File: src/rtl/aftab_csr_pkg.sv
// aftab_csr_pkg: CSR address map, op encodings, mirror masks, FSM states and address decode
package aftab_csr_pkg;
  localparam logic [1:0] OP_RD = 2'b00, OP_RW = 2'b01, OP_RS = 2'b10, OP_RC = 2'b11;
  localparam logic [11:0] A_USTATUS = 12'h000, A_UIE = 12'h004, A_UTVEC = 12'h005, A_USCRATCH = 12'h040;
  localparam logic [11:0] A_UEPC = 12'h041, A_UCAUSE = 12'h042, A_UTVAL = 12'h043, A_UIP = 12'h044;
  localparam logic [11:0] A_MSTATUS = 12'h300, A_MISA = 12'h301, A_MIE = 12'h304, A_MTVEC = 12'h305;
  localparam logic [11:0] A_MSCRATCH = 12'h340, A_MEPC = 12'h341, A_MCAUSE = 12'h342, A_MTVAL = 12'h343;
  localparam logic [11:0] A_MIP = 12'h344, A_MHARTID = 12'hF14;
  localparam logic [11:0] A_MCYCLE = 12'hB00, A_MINSTRET = 12'hB02, A_MCYCLEH = 12'hB80, A_MINSTRETH = 12'hB82;
  localparam logic [11:0] A_CYCLE = 12'hC00, A_INSTRET = 12'hC02, A_CYCLEH = 12'hC80, A_INSTRETH = 12'hC82;
  localparam logic [31:0] USTATUS_MASK = 32'h0000_0011, UIE_MASK = 32'h0000_0111, UIP_MASK = 32'h0000_0111;
  typedef enum logic [1:0] {ST_IDLE, ST_READ, ST_WRITE} state_e;
  typedef enum logic [3:0] {K_ARR, K_USTATUS, K_UIE, K_MIP, K_UIP, K_CYC, K_CYCH, K_INS, K_INSH} kind_e;
  typedef struct packed {
    logic       valid;
    logic [3:0] idx;
    logic       ro;
    kind_e      kind;
  } csr_sel_t;
  // user mirrors share the slot of their machine CSR; mip and counters live outside the array
  function automatic csr_sel_t csr_index(input logic [11:0] addr);
    csr_sel_t s;
    s = '{valid: 1'b1, idx: 4'd0, ro: addr[11:10] == 2'b11, kind: K_ARR};
    case (addr)
      A_MSTATUS:               s.idx = 4'd0;
      A_USTATUS:               s.kind = K_USTATUS;
      A_MIE:                   s.idx = 4'd1;
      A_UIE:                   begin s.idx = 4'd1; s.kind = K_UIE; end
      A_MTVEC:                 s.idx = 4'd2;
      A_MSCRATCH:              s.idx = 4'd3;
      A_MEPC:                  s.idx = 4'd4;
      A_MCAUSE:                s.idx = 4'd5;
      A_MTVAL:                 s.idx = 4'd6;
      A_UTVEC:                 s.idx = 4'd7;
      A_USCRATCH:              s.idx = 4'd8;
      A_UEPC:                  s.idx = 4'd9;
      A_UCAUSE:                s.idx = 4'd10;
      A_UTVAL:                 s.idx = 4'd11;
      A_MHARTID:               s.idx = 4'd12;
      A_MISA:                  s.idx = 4'd13;
      A_MIP:                   s.kind = K_MIP;
      A_UIP:                   s.kind = K_UIP;
      A_MCYCLE, A_CYCLE:       s.kind = K_CYC;
      A_MCYCLEH, A_CYCLEH:     s.kind = K_CYCH;
      A_MINSTRET, A_INSTRET:   s.kind = K_INS;
      A_MINSTRETH, A_INSTRETH: s.kind = K_INSH;
      default:                 s.valid = 1'b0;
    endcase
    return s;
  endfunction
endpackage

File: src/rtl/aftab_csr_counter.sv
// aftab_csr_counter: wide free-running counter with independent low/high half loads
module aftab_csr_counter #(
  parameter int CNT_W = 64,
  parameter int len   = 32
) (
  input  logic             clk,
  input  logic             rst,
  input  logic             inc,
  input  logic             loLd,
  input  logic             hiLd,
  input  logic [len-1:0]   in,
  output logic [CNT_W-1:0] cnt
);
  logic [CNT_W-1:0] cnt_q, cnt_d;
  // a half load replaces only that half and suppresses the increment, so no carry crosses halves
  always_comb cnt_d = loLd ? {cnt_q[CNT_W-1:len], in} : hiLd ? {in[CNT_W-len-1:0], cnt_q[len-1:0]} : inc ? cnt_q + CNT_W'(1) : cnt_q;
  // counter state
  always_ff @(posedge clk) cnt_q <= rst ? '0 : cnt_d;
  assign cnt = cnt_q;
endmodule

File: src/rtl/aftab_csr_bank_rmw.sv
// aftab_csr_bank_rmw: CSR bank with atomic read-modify-write, user mirrors, counters and hardware-set mip
module aftab_csr_bank_rmw
  import aftab_csr_pkg::*;
#(
  parameter int len     = 32,
  parameter int NUM_CSR = 32,
  parameter int CNT_W   = 64
) (
  input  logic           clk,
  input  logic           rst,
  input  logic           csrReq,
  input  logic [1:0]     csrOp,
  input  logic [11:0]    csrAddr,
  input  logic [len-1:0] csrWdata,
  output logic [len-1:0] csrRdata,
  output logic           csrAck,
  output logic           csrIllegal,
  output logic           csrBusy,
  input  logic           instRetired,
  input  logic [len-1:0] hwIntPending,
  input  logic           loadMieReg,
  input  logic           loadMieUieField,
  output logic [len-1:0] outMieCCreg,
  output logic           outMieFieldCCreg,
  output logic           outUieFieldCCreg,
  output logic           MSTATUS_INT_MODE
);
  localparam int IDX_W = $clog2(NUM_CSR);
  localparam logic [len-1:0] M_US = len'(USTATUS_MASK), M_UIE = len'(UIE_MASK), M_UIP = len'(UIP_MASK);
  state_e           st_q;
  logic [1:0]       op_q;
  logic [11:0]      addr_q;
  logic [len-1:0]   wd_q, old_q, rdata_q;
  logic [IDX_W-1:0] idx_q;
  kind_e            kind_q;
  logic             we_q, ill_q, ack_q, illegal_q;
  logic [len-1:0]   csr_q [NUM_CSR];
  logic [len-1:0]   csr_d [NUM_CSR];
  logic [len-1:0]   mip_q, mip_d, mie_cc_q, mie_cc_d;
  logic             mief_q, mief_d, uief_q, uief_d, mode_q, mode_d;
  logic [CNT_W-1:0] cyc, ins;
  csr_sel_t         sel;
  logic [IDX_W-1:0] sel_idx;
  logic [len-1:0]   old_v, nv, mask;
  logic             we_v, ill_v, commit;
  // decode the latched address and fetch the pre-modify value as seen through the addressed view
  always_comb begin
    sel = csr_index(addr_q);
    sel_idx = IDX_W'(sel.idx);
    we_v = op_q == OP_RW || (op_q[1] && |wd_q);
    ill_v = !sel.valid || (we_v && sel.ro);
    old_v = csr_q[sel_idx];
    case (sel.kind)
      K_USTATUS: old_v = csr_q[sel_idx] & M_US;
      K_UIE:     old_v = csr_q[sel_idx] & M_UIE;
      K_MIP:     old_v = mip_q;
      K_UIP:     old_v = mip_q & M_UIP;
      K_CYC:     old_v = cyc[len-1:0];
      K_CYCH:    old_v = len'(cyc >> len);
      K_INS:     old_v = ins[len-1:0];
      K_INSH:    old_v = len'(ins >> len);
      default:   old_v = csr_q[sel_idx];
    endcase
  end
  // request sequencing; a request during the ack cycle waits one more cycle to keep a 4-cycle rate
  always_ff @(posedge clk) begin
    if (rst) begin
      st_q <= ST_IDLE;
      op_q <= OP_RD;
      addr_q <= '0;
      wd_q <= '0;
      old_q <= '0;
      rdata_q <= '0;
      idx_q <= '0;
      kind_q <= K_ARR;
      we_q <= 1'b0;
      ill_q <= 1'b0;
      ack_q <= 1'b0;
      illegal_q <= 1'b0;
    end else begin
      ack_q <= 1'b0;
      illegal_q <= 1'b0;
      case (st_q)
        ST_IDLE: if (csrReq && !ack_q) begin
          op_q <= csrOp;
          addr_q <= csrAddr;
          wd_q <= csrWdata;
          st_q <= ST_READ;
        end
        ST_READ: begin
          idx_q <= sel_idx;
          kind_q <= sel.kind;
          old_q <= old_v;
          we_q <= we_v;
          ill_q <= ill_v;
          st_q <= ST_WRITE;
        end
        ST_WRITE: begin
          ack_q <= 1'b1;
          illegal_q <= ill_q;
          rdata_q <= ill_q ? '0 : old_q;
          st_q <= ST_IDLE;
        end
        default: st_q <= ST_IDLE;
      endcase
    end
  end
  // commit: mirrors merge only their masked bits into the machine register; hardware mip bits always win
  always_comb begin
    nv = op_q == OP_RW ? wd_q : op_q == OP_RS ? old_q | wd_q : old_q & ~wd_q;
    mask = kind_q == K_USTATUS ? M_US : kind_q == K_UIE ? M_UIE : kind_q == K_UIP ? M_UIP : '1;
    commit = st_q == ST_WRITE && we_q && !ill_q;
    csr_d = csr_q;
    if (commit && kind_q inside {K_ARR, K_USTATUS, K_UIE}) csr_d[idx_q] = (csr_q[idx_q] & ~mask) | (nv & mask);
    mip_d = (commit && kind_q inside {K_MIP, K_UIP} ? (mip_q & ~mask) | (nv & mask) : mip_q) | hwIntPending;
    mie_cc_d = loadMieReg ? csrWdata : mie_cc_q;
    mief_d = loadMieUieField ? csrWdata[3] : mief_q;
    uief_d = loadMieUieField ? csrWdata[0] : uief_q;
    mode_d = csr_q[0][3];
  end
  // architectural state
  always_ff @(posedge clk) begin
    if (rst) begin
      csr_q <= '{default: '0};
      mip_q <= '0;
      mie_cc_q <= '0;
      mief_q <= 1'b0;
      uief_q <= 1'b0;
      mode_q <= 1'b0;
    end else begin
      csr_q <= csr_d;
      mip_q <= mip_d;
      mie_cc_q <= mie_cc_d;
      mief_q <= mief_d;
      uief_q <= uief_d;
      mode_q <= mode_d;
    end
  end
  aftab_csr_counter #(.CNT_W(CNT_W), .len(len)) u_mcycle (
    .clk(clk), .rst(rst), .inc(1'b1), .loLd(commit && kind_q == K_CYC),
    .hiLd(commit && kind_q == K_CYCH), .in(nv), .cnt(cyc)
  );
  aftab_csr_counter #(.CNT_W(CNT_W), .len(len)) u_minstret (
    .clk(clk), .rst(rst), .inc(instRetired), .loLd(commit && kind_q == K_INS),
    .hiLd(commit && kind_q == K_INSH), .in(nv), .cnt(ins)
  );
  assign csrRdata = rdata_q;
  assign csrAck = ack_q;
  assign csrIllegal = illegal_q;
  assign csrBusy = st_q != ST_IDLE;
  assign outMieCCreg = mie_cc_q;
  assign outMieFieldCCreg = mief_q;
  assign outUieFieldCCreg = uief_q;
  assign MSTATUS_INT_MODE = mode_q;
endmodule

File: config.mk
export PLATFORM = sky130hd
export DESIGN_NAME = aftab_csr_bank_rmw
export DESIGN_NICKNAME = d
export VERILOG_FILES = /design/src/rtl/aftab_csr_pkg.sv /design/src/rtl/aftab_csr_counter.sv /design/src/rtl/aftab_csr_bank_rmw.sv
export SDC_FILE = /design/constraint.sdc
export NUM_CORES = 2
export LEC_CHECK = 0
export ABC_AREA = 1
export CORE_ASPECT_RATIO = 1.5
export CORE_MARGIN = 2
export CORE_UTILIZATION = 45
export CTS_BUF_LIST = sky130_fd_sc_hd__clkbuf_4
export CTS_CLUSTER_SIZE = 16
export DETAILED_ROUTE_END_ITERATION = 16
export PLACE_DENSITY_LB_ADDON = 0.1
export SLEW_MARGIN = 20
export SYNTH_ARGS = -nofsm -noshare
export SYNTH_HDL_FRONTEND = slang
export SYNTH_SLANG_ARGS = --single-unit
File: constraint.sdc
create_clock -name clk -period 2.3 [get_ports clk]
set_clock_uncertainty 0.2 [all_clocks]
set_input_delay 0.575 -clock clk [delete_from_list [all_inputs] [get_ports clk]]
set_output_delay 0.575 -clock clk [all_outputs]
set_load 0.03 [all_outputs]
* Word level (Yosys, flattened, before mapping)
Index checks and enable logic that the tools add are counted.
** Cells by class
- Mux-type cells :: 28
- $lt $le $gt $ge :: 3
- Reductions and logical operators :: 36
- Add/subtract/negate cells :: 2
- Bitwise logic cells :: 14
- Eq/ne operators :: 49
** Operators by type and width (count)
- bitwise mux 1024 bit :: 1
- 2-to-1 mux 32 bit :: 14
- binary-select mux 32 bit (select 5 bit) :: 2
- one-hot mux 32 bit (8 select lines) :: 1
- 2-to-1 mux 64 bit :: 3
- demux 32 bit (select 5 bit) :: 1
- adder 64 x 1 -> 64 bit, second input constant :: 2
- AND 32 bit :: 4
- bitwise OR 32 bit :: 4
- equality test 12 x 10 -> 1 bit, second input constant :: 9
- equality test 12 bit, second input constant :: 9
- inverter 32 bit :: 2
- equality test 12 x 7 -> 1 bit, second input constant :: 5
- one-hot mux 4 bit (13 select lines) :: 1
- equality test 4 x 3 -> 1 bit, second input constant :: 8
- one-hot mux 4 bit (8 select lines) :: 1
- OR reduction 32 bit :: 1
- OR reduction 26 bit :: 1
- equality test 12 x 3 -> 1 bit, second input constant :: 2
- equality test 4 x 2 -> 1 bit, second input constant :: 4
- greater-or-equal comparator 6 bit, second input constant :: 2
- logical AND 1 bit :: 12
- logical NOT 12 bit :: 1
- inverter 4 -> 6 bit :: 2
- 19 further kinds :: 40
** Storage, ports and cells
- Word-level logic and storage cells :: 185
- Output and inout bits :: 70
- Flip-flop bits (word level) :: 1343

* Logic depth before layout (Yosys ltp)
- Depth after elaboration :: 9
- Depth in mapped cells :: 19
- Depth with buffers taken out :: 16

* Cells and area by module
From an unflattened synthesis, not the netlist that was laid out.
** Second synthesis, totals
- Cell total of the unflattened synthesis :: 7474
- Area total of the unflattened synthesis :: 47488.0 µm²
** By module, submodules not included
- aftab_csr_bank_rmw :: sequential area each 14073.5 µm², area an instance 37883.8 µm², times used 1, cells each 5746
- aftab_csr_counter :: sequential area each 1281.2 µm², area an instance 4802.1 µm², times used 2, cells each 864

* Least setup slack after synthesis
OpenSTA, ideal clock, no wires.
- Path kind :: register to register
- Start point :: reg u_mcycle.cnt_q[0], in the netlist u_mcycle.cnt[0]
- End point :: reg u_mcycle.cnt_q[62], in the netlist u_mcycle.cnt[62]
- Path slack :: 0.015 ns
- Cell stages (with the launch flop) :: 16
- Path buffers :: 0
- Arrival time :: 1.952 ns
- Cells stage by stage :: dfxtp_1 -> ha_1 -> nand2_2 -> nor3_2 -> nand2_1 -> nor2_2 -> nand2_1 -> nor2_2 -> nand2_2 -> nor2_4 -> nand2_2 -> nor2_2 -> nand2_1 -> xor2_1 -> nand2_1 -> a21oi_1
** On the way
- Cells in the longest elaborated chain, start to end :: 2
** RTL lines
- start, declared :: line aftab_csr_counter.sv:14 : logic [CNT_W-1:0] cnt_q, cnt_d;
- start signal, assigned :: line aftab_csr_counter.sv:18 : always_ff @(posedge clk) cnt_q <= rst ? '0 : cnt_d;
- adder 64 x 1 -> 64 bit :: line aftab_csr_counter.sv:16 : always_comb cnt_d = loLd ? {cnt_q[CNT_W-1:len], in} : hiLd ? {in[CNT_W-len-1:0], cnt_q[len-1:0]} : inc ? cnt_q ...
- 2-to-1 mux 64 bit :: line aftab_csr_counter.sv:16
Every way passes these cells. The select of a mux whose other input is x is not followed.
A chain may end at the register's enable or synchronous reset.

* Worst setup path in the final report
- Start point :: reg st_q[1]
- End point :: out csrBusy
** On the way
- Cells in the longest elaborated chain, start to end :: 1
** RTL lines
- start, declared :: line aftab_csr_bank_rmw.sv:30 : state_e st_q;
- start signal, assigned :: line aftab_csr_bank_rmw.sv:68 : st_q <= ST_IDLE;
- start signal, assigned :: line aftab_csr_bank_rmw.sv:88 : st_q <= ST_READ;
- start signal, assigned :: line aftab_csr_bank_rmw.sv:96 : st_q <= ST_WRITE;
- nonzero test 2 bit :: line aftab_csr_bank_rmw.sv:150 : assign csrBusy = st_q != ST_IDLE;
- end, declared :: line aftab_csr_bank_rmw.sv:18 : output logic csrBusy,
Every way passes these cells.

==> impl_metrics.yaml <==
synthesis:
  synth_commonest_cells: "inv_1, nand2_1, nand3_1"
  synth_cells: 7237
  yosys-top-cells-area: "dfxtp_1, inv_1, nand3_1"
  yosysSeqAreaShare: 0.3573
  ys_ff_latch: 831
  yosysTopAreaCell: "dfxtp_1"
  synth_cell_type_count: 55
  ys_async_sr_fraction: 0
  synth.top_cell.area_share: 0.3573
  synth_enable_flop_cells: 0
  netlist_area_um2: 46560
  syn_nets: 7323
  avgSynthCellArea_um2: 6.434
  yosysWarnings: 0
  post-synth-top-count-cell: "inv_1"
  ys.flop_type: "dfxtp_1"
detailed_routing:
  drt-pass1-iter-count: 8
  vias_per_cell: 5.851
  finalWirelength_mm: 245.9
  drtIter0Drc: 6085
  antenna_left: 0
  drc: 0
  routedWlPerCell_um: 25.11
  dr_total_vias: 57300
power:
  p_seq_frac: 0.427
  combPwrFrac: 0.190
  switching_share: 0.3197
  switchingPower_mw: 11.09
  vdd_drop_max_mv: 0.4528
  p_leak_nw: 30.24
  p_per_area_nw_per_um2: 528.2
  clockPowerShare: 0.382
  p_int_mw: 23.60
sta:
  fin_crit_ns: 2.773
  hold_viol: 0
  slew_headroom: 0.4529
  setup_ws_ns: -0.4730
  post-route-period-util: 1.206
  setup_viol: 631
  worst-slew-pin-transition_ns: 0.8187
  fmax_ghz: 0.3606
  rsz0062_at_grt: "true"
  slew_violations: 0
critical_path:
  cp.required_ns: 1.52
  path_max_fanout: 2
  crit_buf_inv: 3
  cp-end-kind: "output pin"
  r2r-start: "addr_q[5]"
  r2r_cells: 13
  max_stage_delay_ns: 0.33
  critPathTopFamily: "flip-flops"
  critPathLaunchType: "register"
  r2r-end: "old_q[15]"
  crit_chain: "buf_6 > nor2_4 > inv_2 > buf_6"
  worstSetupPathType: "reg -> out"
  path_common_cell: "buf_6"
  crit_slowest_cell: "dfxtp_2"
  arrival_ns: 2.00
  r2r_slack_ns: -0.44
placement:
  gp_congestion: 1.080
  numPortBuffers: 153
  postPlaceCellArea_um2: 56580
  dp_hpwl_mm: 164.4
  place_ws_ns: -0.5872
clock_tree:
  path_clk_slew_ns: 0.07
  clock_latency_ns: 1.30
  root_buffer: "clkbuf_4"
  clkSinkCount: 831
  clock_path_buffers: 3
  h-tree-depth: 4
  cts_made_buffers: 212
  tritoncts: "built"
die:
  coreArea_um2: 102700
  start_util: 0.4534
  die_h_um: 398.0
  die_x_um: 266.7
  fp.dieArea_um2: 106100
  io_pins: 154
  num_rows: 144
worst_hold_path:
  worstHoldPathType: "in -> reg"
  hold_start: "csrReq"
  worstHoldPathCells: 7
  hold_path_end: "st_q[0]"
grt:
  grt_pass1_wl_mm: 351.6
  antenna_found_initial: 25
  grt_max_degree: 105
  track_usage: 0.4496
  first_global_vias: 54720
  grt_overflow: 0
final_layout:
  area_growth_pct: 41.05
  nets: 8382
  final_area_um2: 65680
  layout-drive-gt1-share: 0.2459
  post-route-util: 0.6396
run:
  cap_violations: 0
status:
  status: "finished, violations left"
  violations: "negative setup slack"
## registers in the layout, indices dropped and copies added, names as in the netlist, 4 cells and up
register and cells:
addr_q 12, csrRdata 32, csr_q 512, idx_q 4
kind_q 4, mip_q 32, old_q 32, outMieCCreg 32
u_mcycle.cnt 64, u_minstret.cnt 64, wd_q 32
## routing by layer
| layer | share of wire | wire length, um | track usage | up-vias |
|---|---|---|---|---|
| met3 | 0.10 | 24670 | 0.1308 | 1246 |
| met2 | 0.44 | 109300 | 0.7072 | 3478 |
| met1 | 0.35 | 84850 | 0.4840 | 26390 |
| li1 | - | - | - | 26160 |
| met5 | 0.00054 | 132 | 0 | - |
| met4 | 0.11 | 26900 | 0.4202 | 18 |
## cell families after synthesis
group | after synthesis | synth area share
simple gates | 2513 | 0.2416
compound gates | 2016 | 0.2377
buf+inv | 1829 | 0.1543
flops | 831 | 0.3573
xor+xnor | 46 | 0.008652
fa+ha+maj | 2 | 0.0005373
## repair_timing
| item | in CTS | in global routing |
|---|---|---|
| setup endpoints to repair | 685 | 749 |
| pin swaps | 105 | 124 |
| gates resized for setup | 923 | 306 |
| hold buffers | 114 | 0 |
| endpoints found under the hold margin | 828 | 0 |
| buffers inserted | 92 | 45 |
| gates cloned | 32 | 18 |
## layout by cell type, fill, tap and decap left out, types with 135 or more instances in the layout
cell type	instances
clkbuf_4	307
o21ai_0	710
nand3_2	192
nand3_1	633
o22ai_1	157
nor2_1	252
buf_4	774
nand2_1	1059
dfxtp_1	742
buf_12	184
buf_6	135
inv_1	1254
o21ai_1	171
a21oi_1	662
## worst reg2reg max path: stages (launching register included)
cell and delay (ns):
dfxtp_2 0.33, inv_2 0.08, buf_4 0.11, buf_4 0.11, nand4_1 0.13, nor3_4 0.33, nand2_4 0.13, buf_12 0.18
buf_4 0.24, o22ai_1 0.23, nor2_1 0.15, o211ai_1 0.22, nand2_1 0.13, a21oi_2 0.15
## how the worst max path moves through the flow
stage / start / to / cells past startpoint
after global placement: addr_q[9] / old_q[24] / 13
final: st_q[1] / csrBusy / 4
after global routing: st_q[1] / csrBusy / 4
after detailed placement: addr_q[8] / old_q[24] / 13
after CTS: st_q[1] / csrBusy / 4
after floorplan: u_mcycle.cnt[0] / u_mcycle.cnt[62] / 15
## stage by stage
stage          total power, mW  TNS (ns)  std cells  hold WS [ns]
2_1_floorplan            17.18         0       7237        0.2439
5_1_grt                  35.75   -137.42       9773       0.05475
6_report                 34.69    -67.74       9792        0.1251
4_1_cts                  34.16    -58.04       9718       0.02105
3_5_place_dp             20.39    -76.62       9115        0.2566
3_3_place_gp             20.38    -69.31       9115        0.2530
## area by class of cell
cell class / instances / area [um^2]
fill: 9507 / 37020
multi-input combinational: 4577 / 24780
sequential: 831 / 16750
timing repair buffer: 1366 / 14820
inverter: 1308 / 4946
clock buffer: 307 / 2305
tap: 1314 / 1644
clock inverter: 63 / 366.6
antenna: 26 / 65.06
## power by group through the flow
| stage | Clock (mW) | Combinational [mW] | Sequential (mW) |
|---|---|---|---|
| after floorplan | 0 | 2.04 | 15.1 |
| after global placement | 0 | 5.27 | 15.1 |
| after detailed placement | 0 | 5.27 | 15.1 |
| after CTS | 13.4 | 5.97 | 14.8 |
| after global routing | 14.1 | 6.77 | 14.8 |
| final | 13.3 | 6.61 | 14.8 |
No activity file was read; power rests on OpenSTA's default activity.
